==> src/rtl/instr_fetch_unit.sv <==
// Instruction fetch unit: keeps a fetch PC and allows one outstanding
// instruction-memory read. Returned words go into a 2-entry {pc, instr}
// queue that feeds decode. A downstream redirect flushes the queue,
// retargets the fetch PC and discards any read still in flight.
module instr_fetch_unit #(
  parameter logic [31:0] RESET_PC = 32'h0000_0000
) (
  input  logic        clk_i,
  input  logic        rst_i,
  output logic        imem_req_o,
  output logic [31:0] imem_addr_o,
  input  logic        imem_rvalid_i,
  input  logic [31:0] imem_rdata_i,
  input  logic        redirect_i,
  input  logic [31:0] redirect_pc_i,
  output logic        instr_valid_o,
  output logic [31:0] instr_o,
  output logic [31:0] pc_o,
  input  logic        instr_ready_i
);

  // IDLE: nothing in flight; WAIT: one read in flight whose data is kept;
  // DROP: one read in flight whose data belongs to a squashed path.
  typedef enum logic [1:0] {
    IDLE = 2'd0,
    WAIT = 2'd1,
    DROP = 2'd2
  } state_t;

  state_t      state;
  logic [31:0] fetch_pc;
  logic [31:0] req_pc;
  logic [1:0]  count;
  logic [31:0] head_pc;
  logic [31:0] head_instr;
  logic [31:0] tail_pc;
  logic [31:0] tail_instr;

  logic        push;
  logic        pop;
  logic        issue;
  logic [2:0]  occ_after;
  logic [31:0] target_pc;

  // Redirect targets are forced to word alignment.
  assign target_pc = redirect_pc_i & 32'hFFFF_FFFC;

  // Queue events and request decision for the current cycle. A new read is
  // only issued if its response is guaranteed a free queue slot, so the
  // queue can never overflow.
  always_comb begin
    push      = (state == WAIT) && imem_rvalid_i && !redirect_i;
    pop       = (count != 2'd0) && instr_ready_i && !redirect_i;
    occ_after = {1'b0, count} + {2'b00, push} - {2'b00, pop};
    issue     = rst_i && !redirect_i
                && ((state == IDLE) || ((state == WAIT) && imem_rvalid_i))
                && (occ_after <= 3'd1);
  end

  assign imem_req_o    = issue;
  assign imem_addr_o   = issue ? fetch_pc : 32'h0000_0000;
  assign instr_valid_o = (count != 2'd0);
  assign instr_o       = head_instr;
  assign pc_o          = head_pc;

  // Read-tracking FSM: one outstanding read, squashed by redirect.
  always_ff @(posedge clk_i or negedge rst_i) begin
    if (!rst_i) begin
      state <= IDLE;
    end else begin
      case (state)
        IDLE: begin
          if (issue) state <= WAIT;
        end
        WAIT: begin
          if (imem_rvalid_i)   state <= issue ? WAIT : IDLE;
          else if (redirect_i) state <= DROP;
        end
        DROP: begin
          if (imem_rvalid_i) state <= IDLE;
        end
        default: state <= IDLE;
      endcase
    end
  end

  // Fetch PC advance/retarget and the address of the read in flight.
  always_ff @(posedge clk_i or negedge rst_i) begin
    if (!rst_i) begin
      fetch_pc <= RESET_PC;
      req_pc   <= 32'h0000_0000;
    end else begin
      if (redirect_i)  fetch_pc <= target_pc;
      else if (issue)  fetch_pc <= fetch_pc + 32'd4;
      if (issue)       req_pc   <= fetch_pc;
    end
  end

  // Two-entry in-order queue; head entry drives the decode outputs.
  always_ff @(posedge clk_i or negedge rst_i) begin
    if (!rst_i) begin
      count      <= 2'd0;
      head_pc    <= 32'h0000_0000;
      head_instr <= 32'h0000_0000;
      tail_pc    <= 32'h0000_0000;
      tail_instr <= 32'h0000_0000;
    end else if (redirect_i) begin
      count <= 2'd0;
    end else begin
      case ({push, pop})
        2'b10: begin
          if (count == 2'd0) begin
            head_pc    <= req_pc;
            head_instr <= imem_rdata_i;
          end else begin
            tail_pc    <= req_pc;
            tail_instr <= imem_rdata_i;
          end
          count <= count + 2'd1;
        end
        2'b01: begin
          head_pc    <= tail_pc;
          head_instr <= tail_instr;
          count      <= count - 2'd1;
        end
        2'b11: begin
          if (count == 2'd1) begin
            head_pc    <= req_pc;
            head_instr <= imem_rdata_i;
          end else begin
            head_pc    <= tail_pc;
            head_instr <= tail_instr;
            tail_pc    <= req_pc;
            tail_instr <= imem_rdata_i;
          end
        end
        default: ;
      endcase
    end
  end

endmodule

==> config.mk <==
export PLATFORM = sky130hd
export DESIGN_NAME = instr_fetch_unit
export DESIGN_NICKNAME = d
export VERILOG_FILES = /design/src/rtl/instr_fetch_unit.sv
export SDC_FILE = /design/constraint.sdc
export NUM_CORES = 1
export LEC_CHECK = 0
export CORE_MARGIN = 5
export CORE_UTILIZATION = 52
export CTS_CLUSTER_DIAMETER = 80
export DETAILED_ROUTE_END_ITERATION = 10
export PLACE_DENSITY = 0.83
export SETUP_SLACK_MARGIN = 0.4
export SLEW_MARGIN = 20
export SYNTH_ARGS = -nofsm -noshare
export SYNTH_HDL_FRONTEND = slang
export SYNTH_SLANG_ARGS = --single-unit
==> constraint.sdc <==
create_clock -name clk_i -period 8.25 [get_ports clk_i]
set_input_delay 2.475 -clock clk_i [delete_from_list [all_inputs] [get_ports clk_i]]
set_output_delay 2.475 -clock clk_i [all_outputs]
set_load 0.01 [all_outputs]
==> impl_metrics.toml, run 1 <==
[layout]
seqCellArea_um2 = 4730
num-nets-final = 1102
n_antenna_cell = 0
drive_gt1_share_pct = 28.1
multi_input_area_um2 = 3520
area_delta_synth_final_pct = 39.9
final_cell_mix = "dfrtp_1 (189), clkdlybuf4s50_1 (127), nand2_1 (106)"
final_common_cell = "dfrtp_1"
final_cells = 1253
fill_cells = 1076

[detailed_routing]
dr.pass1.iters = 5
first_iter_violations = 593
ant_nets = 0
drc = 0
dr_total_vias = 7268
wl_per_cell_um = 19.6
drt-total-wl_um = 24600
vias_per_cell = 5.80

[critical_path]
regToRegEndpoint = "state[0]"
critical_path.slowest_cell = "fa_1"
cp.required_ns = 8.61
crit_top_cell = "buf_4"
crit_type = "in2reg"
cp_slowest_stage_delay_ns = 0.54
arrival_ns = 8.38
rr_worst_depth = 46
cp-start-kind = "primary input"
crit_path_end_kind = "flop"
r2r-start = "count[1]"
critPathMaxFanout = 2
startpoint = "redirect_i"
reg2reg_slack_ns = 1.72

[clock_network]
cts_hold_buf = 0
clockRootBuffer = "clkbuf_16"
cts_num_sinks = 189
h-tree-depth = 4
clk_latency_ns = 0.43
clockBufferDepth = 2
numCtsBuffers = 17
cts_tree = "yes"
clk_pin_slew_ns = 0.06

[power_and_ir_drop]
leakage_uw = 0.00555
power_uw = 3280
ir_drop_mv = 0.188
powerDensity_nw_per_um2 = 279

[placement]
place.gp.congestion = 0.870
dp_cells = 1157
dp_hpwl_um = 14300
io_buffer_count = 162

[worst_hold_path]
hold_depth = 2
hp-class = "reg2reg"
hold_end = "pc_o[5]"
min_from = "pc_o[5]"

[logic_synthesis]
synth-warning-count = 0
synth-seq-cells = 189
ys_types = 48
syn_area_um2 = 8410
ys_seq_area_share_pct = 56.3
synthFlopType = "dfrtp_1"
synthesis.instances = 783
syn_avg_cell_area_um2 = 10.7
async_flop_share_pct = 100
synth_edf_count = 0

[sta]
hold_viol = 0
fmax_mhz = 125
rsz0062_at_grt = "true"
drv_slew = 0
period_share_pct = 97.3
min_period_ns = 8.02
fin_worst_skew_ns = 0.00893
tightest_slew_ns = 0.896
slew_headroom_pct = 40.0
setup_viol = 0

[global_routing]
overflow = 0
grt_pass1_wl_um = 37000
grt_max_degree = 126
antenna_found_initial = 0
first_global_vias = 7023
grt_usage_pct = 25.3

[outcome]
status = "complete, no violations"

[floorplan]
fp-row-count = 46
coreArea_um2 = 15900
ioPinCount = 167
die_h_um = 137
start_util_pct = 52.9
fp.dieW_um = 137
dieArea_um2 = 18800

[job]
maxCapViolations = 0
per-layer routing:
layer | GRT usage, % | vias up | wire length (um)
li1 | - | 3266 | -
met1 | 32.6 | 3494 | 9610
met2 | 41.5 | 387 | 11800
met3 | 4.12 | 121 | 1820
met4 | 12.8 | 0 | 1340
met5 | 0 | - | 0
power by group:
part,internal [uW],switching [uW]
clock,408,340
sequential,1280,225
combinational,597,431
cell type report:
class	count	area share, %
clock inverters	10	0.553
clock buffers	22	4.03
inverters	17	0.649
repair inverters	3	0.372
multi-input cells	521	29.9
repair buffers	275	22.0
flip-flops and latches	189	40.2
well taps	216	2.30
cells by family after synthesis:
kind of cell | share of synthesized area [%]
AOI/OAI and AO/OA | 16.3
xor gates and xnor gates | 0.313
adders and majority gates | 1.43
buffers and inverters | 3.84
DFF | 56.3
muxes | 9.04
other | 0.0446
and+or+nand+nor | 12.8
worst max-delay path by stage:
stage / to / slack [ns] / depth (start not counted)
floorplan: imem_addr_o[23] / 0.55 / 15
global placement: imem_addr_o[6] / -0.49 / 13
detailed placement: imem_addr_o[6] / -0.50 / 13
CTS: imem_addr_o[6] / 0.44 / 14
global route: state[0] / 0.15 / 45
finish: state[0] / 0.23 / 45
timing repair:
action,4_1_cts,5_1_grt
resized for setup,140,91
gates cloned,3,0
setup buffers,46,14
setup endpoints to repair,31,32
pin swaps,7,9
cell usage after synthesis, types with 2 or more instances:
master / count / share of area [%]
buf_6: 2 / 0.27
nor3_1: 3 / 0.18
ha_1: 8 / 1.2
a21o_1: 28 / 2.5
o21ai_0: 80 / 4.8
nand2_1: 110 / 4.9
dfrtp_1: 189 / 56
nand3b_1: 2 / 0.18
nor2b_1: 5 / 0.37
or3_1: 3 / 0.22
inv_1: 16 / 0.71
o311ai_0: 5 / 0.52
nand3_1: 18 / 1.1
mux2i_1: 5 / 0.60
nor3b_1: 3 / 0.27
or2_2: 2 / 0.15
and3_1: 4 / 0.30
nand4_1: 14 / 1.0
a221o_1: 2 / 0.24
a32oi_1: 4 / 0.42
a22oi_1: 66 / 5.9
mux2_2: 63 / 8.4
and2_1: 26 / 1.9
a31oi_1: 3 / 0.22
xnor2_1: 2 / 0.21
buf_4: 4 / 0.36
a21oi_1: 9 / 0.54
a211oi_1: 2 / 0.18
clkbuf_1: 48 / 2.1
o211ai_1: 6 / 0.54
or4_1: 3 / 0.27
nor2_1: 32 / 1.4
registers in the layout, summed over array words and instances, names as in the netlist:
register,flops
state,2
tail_pc,30
fetch_pc,30
instr_o,32
tail_instr,32
req_pc,30
count,2
pc_o,31
critical path: cells and delay by family:
| family | cells | cell delay [ns] |
|---|---|---|
| adders and majority gates | 3 | 0.91 |
| buffers and inverters | 36 | 4.17 |
| and+or+nand+nor | 6 | 0.82 |
through the flow:
stage                     setup slack [ns]  instance area [um2]  utilization (%)  hold WS, ns  setup TNS (ns)
after floorplan                      0.554                 8410                -        0.463               0
after global placement              -0.489                10500             65.9        0.460          -12.85
after detailed placement            -0.501                10500             65.9        0.469          -13.53
after CTS                            0.440                11400             71.9        0.484               0
after global routing                 0.152                11800             74.0        0.499               0
final                                0.226                11800             74.0        0.477               0
Power figures use the tool's default switching activity.
==> run 2, diff against run 1 <==
--- a/config.mk
+++ b/config.mk
@@ -6,10 +6,10 @@
 export NUM_CORES = 1
 export LEC_CHECK = 0
 export CORE_MARGIN = 5
-export CORE_UTILIZATION = 52
+export CORE_UTILIZATION = 47
 export CTS_CLUSTER_DIAMETER = 80
 export DETAILED_ROUTE_END_ITERATION = 10
-export PLACE_DENSITY = 0.83
+export PLACE_DENSITY = 0.87
 export SETUP_SLACK_MARGIN = 0.4
 export SLEW_MARGIN = 20
 export SYNTH_ARGS = -nofsm -noshare
==> constraint.sdc (replaced) <==
create_clock -name clk_i -period 7.2 [get_ports clk_i]
set_input_delay 2.16 -clock clk_i [delete_from_list [all_inputs] [get_ports clk_i]]
set_output_delay 2.16 -clock clk_i [all_outputs]
set_load 0.01 [all_outputs]
==> impl_metrics.toml, run 2 (synthesis gave the netlist of run 1 again) <==
[critical_path]
startpoint = "redirect_i"
reg2reg_slack_ns = 1.13
crit_end = "imem_addr_o[28]"
cp-start-kind = "primary input"
path_cells = "buf_8, or2_1, or2_4, ha_4, inv_2, ha_4, inv_4, fa_1, nand2_2, buf_6, or4_4, buf_6, clkinv_8, buf_6, and2_4, buf_6"
cp.required_ns = 5.04
crit_top_cell = "buf_6"
critPathMaxFanout = 8
critical_path.slowest_cell = "or4_4"
arrival_ns = 5.20
crit_type = "in2out"
crit_path_end_kind = "output pin"
path_buf_inv = 8
regToRegEndpoint = "state[0]"
rr_worst_depth = 43
critical-path-top-delay-family = "simple AND/OR/NAND/NOR gates"
crit_cells = 16
cp_slowest_stage_delay_ns = 0.60
r2r-start = "count[0]"

[layout]
num-nets-final = 1098
final_cell_mix = "dfrtp_1 (189), clkdlybuf4s50_1 (127), nand2_1 (105)"
n_antenna_cell = 0
area_delta_synth_final_pct = 41.6
final_common_cell = "dfrtp_1"
drive_gt1_share_pct = 27.9
final_cells = 1262

[global_routing]
first_global_vias = 7171
antenna_found_initial = 0
grt_usage_pct = 23.4
grt_max_degree = 190
overflow = 0
grt_pass1_wl_um = 38000

[power_and_ir_drop]
power_uw = 3840
leakage_uw = 0.00558
ir_drop_mv = 0.201
powerDensity_nw_per_um2 = 322

[sta]
drv_slew = 0
holdWs_ns = 0.476
hold_viol = 0
period_share_pct = 102
setup-tns-final_ns = -1.49
tightest_slew_ns = 0.734
setup_viol = 30
min_period_ns = 7.36
rsz0062_at_grt = "true"
fin_worst_skew_ns = 0.00966
slew_headroom_pct = 50.9
fmax_mhz = 136
layout_setup_ws_ns = -0.161

[clock_network]
h-tree-depth = 4
clockBufferDepth = 2
clk_latency_ns = 0.43
numCtsBuffers = 17
cts_hold_buf = 0
clk_pin_slew_ns = 0.07
clockRootBuffer = "clkbuf_16"
cts_num_sinks = 189
cts_tree = "yes"

[floorplan]
fp-row-count = 49
ioPinCount = 167
die_h_um = 144
fp.dieW_um = 144
start_util_pct = 47.3
coreArea_um2 = 17800
dieArea_um2 = 20700

[detailed_routing]
wl_per_cell_um = 19.2
dr.pass1.iters = 5
dr_total_vias = 7078
drt-total-wl_um = 24200
ant_nets = 0
first_iter_violations = 438
vias_per_cell = 5.61
drc = 0

[placement]
io_buffer_count = 162
place.gp.congestion = 0.846
dp_cells = 1161
dp_hpwl_um = 14800

[worst_hold_path]
hp-class = "reg2reg"

[outcome]
violations = "setup timing"
status = "complete, but fails checks"

[job]
maxCapViolations = 0
run 2: final cells by class:
type | count | area, um2
Timing Repair inverter | 3 | 48.8
Clock inverter | 11 | 129
Multi-Input combinational cell | 521 | 3530
Timing Repair Buffer | 271 | 2640
Tap cell | 229 | 287
Fill cell | 1305 | 5870
Sequential cell | 189 | 4730
Clock buffer | 21 | 460
Inverter | 17 | 81.3
run 2: metrics by stage:
stage | setup WS [ns] | util [%] | area, um2
finish | -0.161 | 67.0 | 11900
global route | -0.255 | 67.0 | 11900
CTS | 0.162 | 65.3 | 11600
detailed placement | -0.782 | 59.0 | 10500
global placement | -0.704 | 59.0 | 10500
floorplan | 0.364 | - | 8490
run 2: per-layer routing:
metal  vias to the layer above  GRT usage (%)  part of all wire, %
met2                       309           38.3                   49
met5                         -              0                    0
met4                         0           12.0                  4.6
li1                       3250              -                    -
met1                      3441           30.3                   41
met3                        78           3.86                  6.2
run 2: worst min path at each step:
stage | to | slack, ns | cells after the start | startpoint
after floorplan | req_pc[29] | 0.46 | 2 | req_pc[29]
after global placement | instr_o[14] | 0.46 | 2 | instr_o[14]
after detailed placement | instr_o[2] | 0.47 | 2 | instr_o[2]
after CTS | pc_o[16] | 0.48 | 2 | pc_o[16]
after global routing | pc_o[30] | 0.49 | 2 | pc_o[30]
final | instr_o[2] | 0.48 | 2 | instr_o[2]
run 2: worst reg2reg max path: cells and delay by family, from the launching register on:
kind,cells,cell delay (ns)
buffers and inverters,34,3.90
AND/OR/NAND/NOR,5,0.55
adder cells (fa/ha/maj),4,1.13
flip-flops,1,0.44
run 2: power by group:
group | switching (uW) | total (uW) | internal (uW)
Combinational | 485 | 1170 | 682
Clock | 410 | 945 | 535
Sequential | 263 | 1720 | 1460
Total | 1160 | 3840 | 2680
run 2: repair_timing:
| action | CTS | global route |
|---|---|---|
| setup buffers | 51 | 12 |
| resized for setup | 184 | 35 |
| gates cloned | 3 | 0 |
| endpoints found under the setup margin | 31 | 32 |
| pin swaps | 10 | 9 |
==> run 3, diff against run 2 <==
--- a/config.mk
+++ b/config.mk
@@ -6,10 +6,11 @@
 export NUM_CORES = 1
 export LEC_CHECK = 0
 export CORE_MARGIN = 5
-export CORE_UTILIZATION = 47
+export CORE_UTILIZATION = 35
 export CTS_CLUSTER_DIAMETER = 80
+export CTS_CLUSTER_SIZE = 20
 export DETAILED_ROUTE_END_ITERATION = 10
-export PLACE_DENSITY = 0.87
+export PLACE_DENSITY = 0.7
 export SETUP_SLACK_MARGIN = 0.4
 export SLEW_MARGIN = 20
 export SYNTH_ARGS = -nofsm -noshare
==> impl_metrics.toml, run 3 (synthesis gave the netlist of run 1 again) <==
[outcome]
status = "complete, no violations"

[layout]
num-nets-final = 1071
final_cell_mix = "dfrtp_1 (189), clkdlybuf4s50_1 (127), nand2_1 (106)"
area_delta_synth_final_pct = 40.4
n_antenna_cell = 0
final_common_cell = "dfrtp_1"
final_cells = 1325
drive_gt1_share_pct = 25.8

[critical_path]
crit_type = "in2out"
path_buf_inv = 7
cp_slowest_stage_delay_ns = 0.56
crit_path_end_kind = "output pin"
cp-start-kind = "primary input"
regToRegEndpoint = "fetch_pc[29]"
critical_path.slowest_cell = "or4_4"
cp.required_ns = 5.04
critical-path-top-delay-family = "simple AND/OR/NAND/NOR gates"
critPathMaxFanout = 7
rr_worst_depth = 17
r2r-start = "count[0]"
crit_cells = 15
arrival_ns = 4.89
reg2reg_slack_ns = 3.34
path_cells = "buf_8, or2_1, or2_4, ha_4, inv_4, ha_4, inv_2, fa_1, nand2_1, or4_4, buf_12, clkinv_8, buf_12, and2_4, buf_6"

[sta]
fmax_mhz = 142
setup-tns-final_ns = 0
hold_viol = 0
min_period_ns = 7.05
setup_viol = 0
layout_setup_ws_ns = 0.145
slew_headroom_pct = 32.0
drv_slew = 0
tightest_slew_ns = 1.02
period_share_pct = 98.0
holdWs_ns = 0.478
fin_worst_skew_ns = 0.0166
rsz0062_at_grt = "true"

[worst_hold_path]
hold_depth = 2
hp-class = "reg2reg"
hold_end = "pc_o[31]"
min_from = "pc_o[31]"

[floorplan]
ioPinCount = 167
start_util_pct = 35.7
dieArea_um2 = 27200
fp-row-count = 56
die_h_um = 165
fp.dieW_um = 165
coreArea_um2 = 23500

[placement]
dp_hpwl_um = 15500
place_ws_ns = -0.835
dp_cells = 1250
io_buffer_count = 162
place.gp.congestion = 0.812

[global_routing]
overflow = 0
grt_pass1_wl_um = 37400
antenna_found_initial = 0
grt_usage_pct = 17.6
first_global_vias = 6695
grt_max_degree = 126

[clock_network]
clockBufferDepth = 2
clockRootBuffer = "clkbuf_16"
h-tree-depth = 4
clk_pin_slew_ns = 0.07
numCtsBuffers = 17
clk_latency_ns = 0.43
cts_tree = "yes"
cts_num_sinks = 189
cts_hold_buf = 0

[detailed_routing]
vias_per_cell = 5.10
dr.pass1.iters = 7
drc = 0
dr_total_vias = 6761
first_iter_violations = 445
wl_per_cell_um = 17.8
ant_nets = 0
drt-total-wl_um = 23500

[job]
maxCapViolations = 0

[power_and_ir_drop]
powerDensity_nw_per_um2 = 318
ir_drop_mv = 0.143
leakage_uw = 0.00545
run 3: cell count changes in the layout (fill, tap and decap cells not counted), moves of 3 or more:
cell      previous run  this run
buf_12               5         9
buf_4               89        66
buf_6               43        33
clkinv_2             3         0
clkinv_4             1         7
clkinv_8             4         8
run 3: layer usage:
metal  GRT usage, %  routed length [um]  part of all wire, %
met5              0                   0                    0
met4           6.01                 392                  1.7
met3           3.44                 993                  4.2
met2           28.8               11600                   49
met1           23.4               10600                   45
run 3: cell type report:
cell class,instances,area (um2)
flip-flops and latches,189,4730
clock buffers,19,443
fillers,2159,11700
repair buffers,241,2400
clock inverters,13,133
multi-input cells,521,3530
inverters,17,81.3
repair inverters,6,90.1
well taps,319,399
run 3: where the power goes:
group,switching (uW),internal (uW),total (uW)
logic,462,665,1130
registers,254,1460,1710
clock network,439,468,907
run 3: per-stage QoR:
| step | utilization, % | power [uW] | instance area (um2) |
|---|---|---|---|
| finish | 50.1 | 3750 | 11800 |
| global route | 50.1 | 3990 | 11800 |
| CTS | 48.9 | 3770 | 11500 |
| detailed placement | 45.0 | 2800 | 10600 |
| global placement | 45.0 | 2760 | 10600 |
| floorplan | - | 2200 | 8490 |
run 3: worst max path at each step:
stage,startpoint,to,slack (ns)
floorplan,redirect_i,imem_addr_o[22],0.36
global placement,redirect_i,imem_addr_o[6],-0.79
detailed placement,redirect_i,imem_addr_o[6],-0.83
CTS,redirect_i,imem_addr_o[6],0.15
global route,redirect_i,imem_addr_o[9],0.09
finish,redirect_i,imem_addr_o[9],0.15
run 3: worst register-to-register path: cells and delay by family (launching register included):
kind          cells  cell delay, ns
simple gates      5            1.47
flops             1            0.43
fa+ha+maj         4            1.02
buf+inv           8            0.88
run 3: timing repair:
item | CTS | global route
pin swaps | 5 | 7
setup endpoints to repair | 31 | 31
gates cloned | 6 | 0
resized for setup | 183 | 26
buffers inserted | 18 | 18
